==> src/rtl/pipe_rca_addsub.sv <==
// pipe_rca_addsub: pipelined ripple-carry adder/subtractor.
// WIDTH bits are split into STAGES slices of SW bits. Each stage adds one slice
// and registers the carry. The unprocessed upper slices of A and the conditioned
// B travel forward alongside the partial result.
// The valid/ready handshake freezes the whole pipe when the output is stalled.
// Optional macro PIPE_RCA_SAT_EN: the final stage saturates signed overflow.
module pipe_rca_addsub #(
  parameter int WIDTH  = 32,
  parameter int STAGES = 4
) (
  input  logic             clk,
  input  logic             rst,
  input  logic             in_valid,
  output logic             in_ready,
  input  logic [WIDTH-1:0] a,
  input  logic [WIDTH-1:0] b,
  input  logic             cin,
  input  logic             sub,
  output logic             out_valid,
  input  logic             out_ready,
  output logic [WIDTH-1:0] sum,
  output logic             cout,
  output logic             ovf
);

  localparam int SW   = WIDTH / STAGES;
  localparam int LAST = STAGES - 1;

  generate
    if (STAGES < 1 || STAGES > WIDTH || (WIDTH % STAGES) != 0) begin : g_param_check
      $error("pipe_rca_addsub: WIDTH must be a multiple of STAGES, 1 <= STAGES <= WIDTH");
    end
  endgenerate

  // Per-stage registers: skewed operands, partial result, carry, valid
  logic [WIDTH-1:0]  a_q [STAGES];
  logic [WIDTH-1:0]  b_q [STAGES];
  logic [WIDTH-1:0]  s_q [STAGES];
  logic [STAGES-1:0] c_q;
  logic [STAGES-1:0] v_q;
  logic              ovf_q;

  // Inputs seen by each stage (stage 0 sees the conditioned operands)
  logic [WIDTH-1:0]  src_a [STAGES];
  logic [WIDTH-1:0]  src_b [STAGES];
  logic [WIDTH-1:0]  src_s [STAGES];
  logic [STAGES-1:0] src_c;
  logic [STAGES-1:0] src_v;

  logic [WIDTH-1:0]  nxt_s [STAGES];
  logic [STAGES-1:0] nxt_c;
  logic [WIDTH-1:0]  fin_s;
  logic              ovf_n;
  logic              c_msb;
  logic              advance;

  assign advance   = !v_q[LAST] | out_ready;
  assign in_ready  = advance;
  assign out_valid = v_q[LAST];
  assign sum       = s_q[LAST];
  assign cout      = c_q[LAST];
  assign ovf       = ovf_q;

  // Stage input selection: subtraction is a + ~b + ~cin
  always_comb begin
    src_a[0] = a;
    src_b[0] = sub ? ~b : b;
    src_c[0] = sub ? ~cin : cin;
    src_s[0] = '0;
    src_v[0] = in_valid;
    for (int k = 1; k < STAGES; k++) begin
      src_a[k] = a_q[k-1];
      src_b[k] = b_q[k-1];
      src_c[k] = c_q[k-1];
      src_s[k] = s_q[k-1];
      src_v[k] = v_q[k-1];
    end
  end

  // One slice add per stage, plus overflow/saturation for the final stage
  always_comb begin
    logic [SW:0] sl;
    sl    = '0;
    nxt_c = '0;
    for (int k = 0; k < STAGES; k++) begin
      sl = {1'b0, src_a[k][k*SW +: SW]} + {1'b0, src_b[k][k*SW +: SW]}
         + (SW+1)'(src_c[k]);
      nxt_s[k]             = src_s[k];
      nxt_s[k][k*SW +: SW] = sl[SW-1:0];
      nxt_c[k]             = sl[SW];
    end
    // carry into the MSB recovered from the MSB sum bit
    c_msb = src_a[LAST][WIDTH-1] ^ src_b[LAST][WIDTH-1] ^ nxt_s[LAST][WIDTH-1];
    ovf_n = c_msb ^ nxt_c[LAST];
    fin_s = nxt_s[LAST];
`ifdef PIPE_RCA_SAT_EN
    if (ovf_n) begin
      fin_s = src_a[LAST][WIDTH-1] ? {1'b1, {(WIDTH-1){1'b0}}}
                                   : {1'b0, {(WIDTH-1){1'b1}}};
    end
`endif
  end

  // Pipeline registers; everything shifts together on advance, bubbles included
  always_ff @(posedge clk or posedge rst) begin
    if (rst) begin
      for (int k = 0; k < STAGES; k++) begin
        a_q[k] <= '0;
        b_q[k] <= '0;
        s_q[k] <= '0;
      end
      c_q   <= '0;
      v_q   <= '0;
      ovf_q <= 1'b0;
    end else if (advance) begin
      for (int k = 0; k < STAGES; k++) begin
        a_q[k] <= src_a[k];
        b_q[k] <= src_b[k];
        s_q[k] <= (k == LAST) ? fin_s : nxt_s[k];
      end
      c_q   <= nxt_c;
      v_q   <= src_v;
      ovf_q <= ovf_n;
    end
  end

endmodule

==> config.mk <==
export PLATFORM = sky130hd
export DESIGN_NAME = pipe_rca_addsub
export DESIGN_NICKNAME = d
export VERILOG_FILES = /design/src/rtl/pipe_rca_addsub.sv
export SDC_FILE = /design/constraint.sdc
export NUM_CORES = 1
export LEC_CHECK = 0
export CAP_MARGIN = 30
export CORE_MARGIN = 2
export CORE_UTILIZATION = 25
export DETAILED_ROUTE_END_ITERATION = 6
export GPL_ROUTABILITY_DRIVEN = 0
export PLACE_DENSITY_LB_ADDON = 0.08
export SETUP_SLACK_MARGIN = 0.4
export SLEW_MARGIN = 5
export SYNTH_ARGS = -nofsm -noshare
export SYNTH_HDL_FRONTEND = slang
export SYNTH_SLANG_ARGS = --single-unit
==> constraint.sdc <==
create_clock -name clk -period 7.8 [get_ports clk]
set_clock_uncertainty 0.2 [all_clocks]
set_input_delay 1.56 -clock clk [delete_from_list [all_inputs] [get_ports clk]]
set_output_delay 1.56 -clock clk [all_outputs]
set_load 0.02 [all_outputs]
**Yosys cells after proc, flatten, opt, wreduce, memory -nomap -nowiden**

Cells that the tools add are included.

- Memories: 0
- Logic and storage cells: 30
- Memory bits (writable): 0
- Register bits: 281
- Output and inout bits: 36
- Latch bits: 0
- Memory bits (read-only): 0
- Input bits: 70

- Muxes and demuxes: 2
- Eq/ne operators: 0
- Shift-type cells: 0
- Multipliers: 0
- Order comparisons: 0
- $add $sub $neg: 8
- Reductions and logical operators: 1
- Div/mod/pow operators: 0
- Bitwise gates (word level): 6

Operators by type and width:

| operator | number |
|---|---|
| $add 8x8->9 | 4 |
| $add 9x1->9 | 4 |
| $mux 32 | 1 |
| $not 32->32 | 1 |
| $xor 1x1->1 | 3 |
| $logic_not 1->1 | 1 |
| $mux 1 | 1 |
| $not 1->1 | 1 |
| $or 1x1->1 | 1 |

**Depth between registers and ports, before layout**

- Depth after elaboration: 4
- Mapped depth: 12
- Mapped depth without buffers: 10

**Worst setup path before layout**

OpenSTA, ideal clock, no wires.

- Kind: in2out
- Start point: in out_ready
- End point: out in_ready
- Buffers on the path: 3
- Setup slack: 3.870 ns
- Data arrival time: 2.170 ns
- Required time: 6.040 ns
- Stages: 5
- Cells stage by stage: nor2b_1 buf_2 inv_1 clkbuf_8 clkbuf_8

- Word-level cells in the longest chain between the ends: 1

RTL lines:

| element | line | text |
|---|---|---|
| start: declaration | 20 | `input logic out_ready,` |
| $or 1x1->1 | 57 | `assign advance = !v_q[LAST] \| out_ready;` |
| end: declaration | 14 | `output logic in_ready,` |

Every way passes these cells.

**Worst setup path after layout**

Same ends and word-level chain as after synthesis.

==> results.tsv <==
metric	value	unit
crit start category	primary input	
Syn Nets	1021	
CTS resizes	0	
Antenna Cells	0	
Seq/Total Area, Yosys	55.6	%
htree depth	4	
DRC viols	0	
fraction of the mapped netlist area in adder cells	6.13	%
total negative slack	0	ns
CTS tree	done	
P_int	2.61	mW
Synth async-reset ratio	100	%
post-route setup slack	2.78	ns
GR Overflow Total	0	
fin crit period	5.02	ns
worst-margin pin slew	0.807	ns
vias per cell	4.03	
first-pass GRT wire length	32.7	mm
Setup Viol. Count Final	0	
Worst Hold Class	flip-flop to flip-flop	
hpwl dp	12.5	mm
Unique masters post-synth	30	
maximum VDD drop	0.151	mV
Sw Ratio	37.5	%
CTS Root Buffer Type	clkbuf_16	
xor and xnor area share after synthesis	5.78	%
final hold slack	0.263	ns
status	complete, no violations	
Req. time, crit path	6.04	ns
CP Max Fanout	74	
NetSw	1.57	mW
pre-CTS setup slack	2.77	ns
Flop pwr share	38.9	%
buffers and inverters on the worst path	3	
drt wl/cell	13.1	microns
Max-Cap Viols	0	
initial core utilization	25.5	%
Post-Route WL	19.0	mm
Antenna Nets Post-Route	0	
Post-DP Area	9820	sq um
Top delay family on crit path	buffers and inverters	
Mapped Cells	915	
most used cell, CP	clkdlybuf4s50_1	
post-synthesis simple-gate area fraction	22.0	%
combinational family with the most area after synthesis	simple AND/OR/NAND/NOR gates	
fillcell total	3491	
mux contribution to synthesized area	0	%
layout cell share with drive strength beyond 1	4.92	%
area grow syn2layout	25.6	%
Worst EP arrival	3.26	ns
RSZ-0062 raised after global routing	no	
post-CTS setup buffers	0	
Final Max Slew Viols	0	
Storage cell area	4630	sq um
initial DRC count	236	
IO buf count	105	
Syn Std Cell Area	8330	sq um
Peak Freq	199	MHz
clock slew at reported path FFs	0.08	ns
EDFF count, synth	0	
max incr delay on CP	0.71	ns
Ports	106	
number of synthesized register bits	185	
DR pass1 iterations	4	
largest net degree at the start of global routing	94	
clock power share	22.3	%
Hold Fails Final Rpt	0	
final worst-path cycle share	64.3	%
Worst-Skew Late Latency	0.43	ns
CTS Sinks	185	
Worst path slowest cell	clkdlybuf4s50_1	
Mean Syn Cell Area	9.10	sq um
Layout Utilization	32.0	%
Crit. End Element	output port	
Die Y	187	microns
Top FF cell, synth	dfrtp_1	
cts bufs inserted	17	
combinational power share	38.8	%
crit path kind	primary input to output port	
die area	34800	sq um
vias in the first global route	6245	
final instance area	10500	sq um
leakage power	4.96	nW
GR Util All Layers	11.7	%
hold buffers post-CTS	0	
vias	5882	
Rows	66	
Slew HR	46.2	%
core box area	32700	sq um
Final nets	1109	
Synth warnings	0	
initial antenna violation count	0	
CTS Buffer Depth	2	
multi-input logic area	3420	sq um
total power per unit cell area	399	nW/um^2
Cell Chain, Critical Path	clkdlybuf4s50_1 -> nor2b_4 -> inv_6 -> clkdlybuf4s50_1	
die boundary width	187	microns
Synth Area in Compound Gates	7.00	%
[power by group through the flow]
stage          logic (mW)  clock network, mW  registers, mW
2_1_floorplan        1.05                  0           1.70
3_3_place_gp         1.62                  0           1.65
3_5_place_dp         1.65                  0           1.65
4_1_cts              1.66              0.965           1.63
5_1_grt              1.87              0.999           1.69
6_report             1.62              0.930           1.62
[synth_stat cells (7+ instances only)]
cell type | count | share of area (%)
nand2_1 | 425 | 19
dfrtp_1 | 185 | 56
o21ai_0 | 38 | 2.3
xnor2_1 | 34 | 3.6
nor2_1 | 33 | 1.5
ha_1 | 28 | 4.2
buf_2 | 24 | 1.4
xor2_1 | 21 | 2.2
a21oi_1 | 18 | 1.1
inv_1 | 16 | 0.72
clkbuf_1 | 13 | 0.59
o21ai_1 | 13 | 0.78
a31oi_1 | 8 | 0.60
fa_1 | 8 | 1.9
nor3_1 | 7 | 0.42
[per-stage QoR]
stage	power, mW	instances
3_5_place_dp	3.30	1425
3_3_place_gp	3.26	1423
2_1_floorplan	2.75	915
5_1_grt	4.56	1458
4_1_cts	4.26	1457
6_report	4.17	1458
[worst min-delay path: stages (launching register included)]
cell and delay, ns:
dfrtp_1 0.34, nand2_1 0.05, nand2_1 0.05
[worst paths after layout]
kind,from,depth (start not counted),to,slack (ns)
min reg2reg,fin_s[1],2,sum[1],0.26
min in group asynchronous,rst,2,a_q[93],1.39
max reg2reg,a_q[80],8,c_q[2],5.27
max in group asynchronous,rst,3,nxt_s[40],4.73
max,out_ready,4,in_ready,2.78
min,fin_s[1],2,sum[1],0.26
[cell type report]
cell class	instances	share of cell area, %
well taps	442	5.29
clock inverters	14	1.78
repair buffers	114	11.2
clock buffers	18	4.10
multi-input cells	669	32.7
flip-flops and latches	185	44.2
inverters	16	0.694
[layer usage]
metal	routed length (microns)	track usage [%]	up-vias	part of all wire, %
li1	-	-	3070	-
met1	9520	15.9	2740	50
met2	8770	18.7	59	46
met3	539	2.43	13	2.8
met4	219	3.42	0	1.2
met5	0	0	-	0
[cell usage in the layout (no fill, tap or decap), drive strengths merged]
cell type / n
o21a: 2
ha: 28
bufinv: 3
and3b: 2
nor2b: 4
nand2: 425
dfrtp: 185
nand3: 1
clkdlybuf4s50: 104
clkinv: 2
xor2: 21
and2: 1
a21o: 5
fa: 8
clkinvlp: 3
a211oi: 3
nand2b: 3
nor2: 33
or3: 1
buf: 10
o2111ai: 1
a21oi: 23
o31ai: 3
a31oi: 8
clkbuf: 18
o21bai: 5
xnor2: 34
o21ai: 51
inv: 22
nor3: 7
[cells by family (layout without fill, tap and decap cells)]
logic type,after synthesis,count (layout)
XOR/XNOR,55,55
adder cells (fa/ha/maj),36,36
buffers and inverters,61,162
AO/OA/AOI/OAI,101,101
AND/OR/NAND/NOR,477,477
flip-flops,185,185
[registers in the layout, indices dropped and copies added (netlist names)]
signal,flops
b_q,48
nxt_s,24
c_q,4
a_q,48
fin_s,24
v_q,4
sum,32
ovf,1
Note: power is estimated with default switching activity, not from simulation.
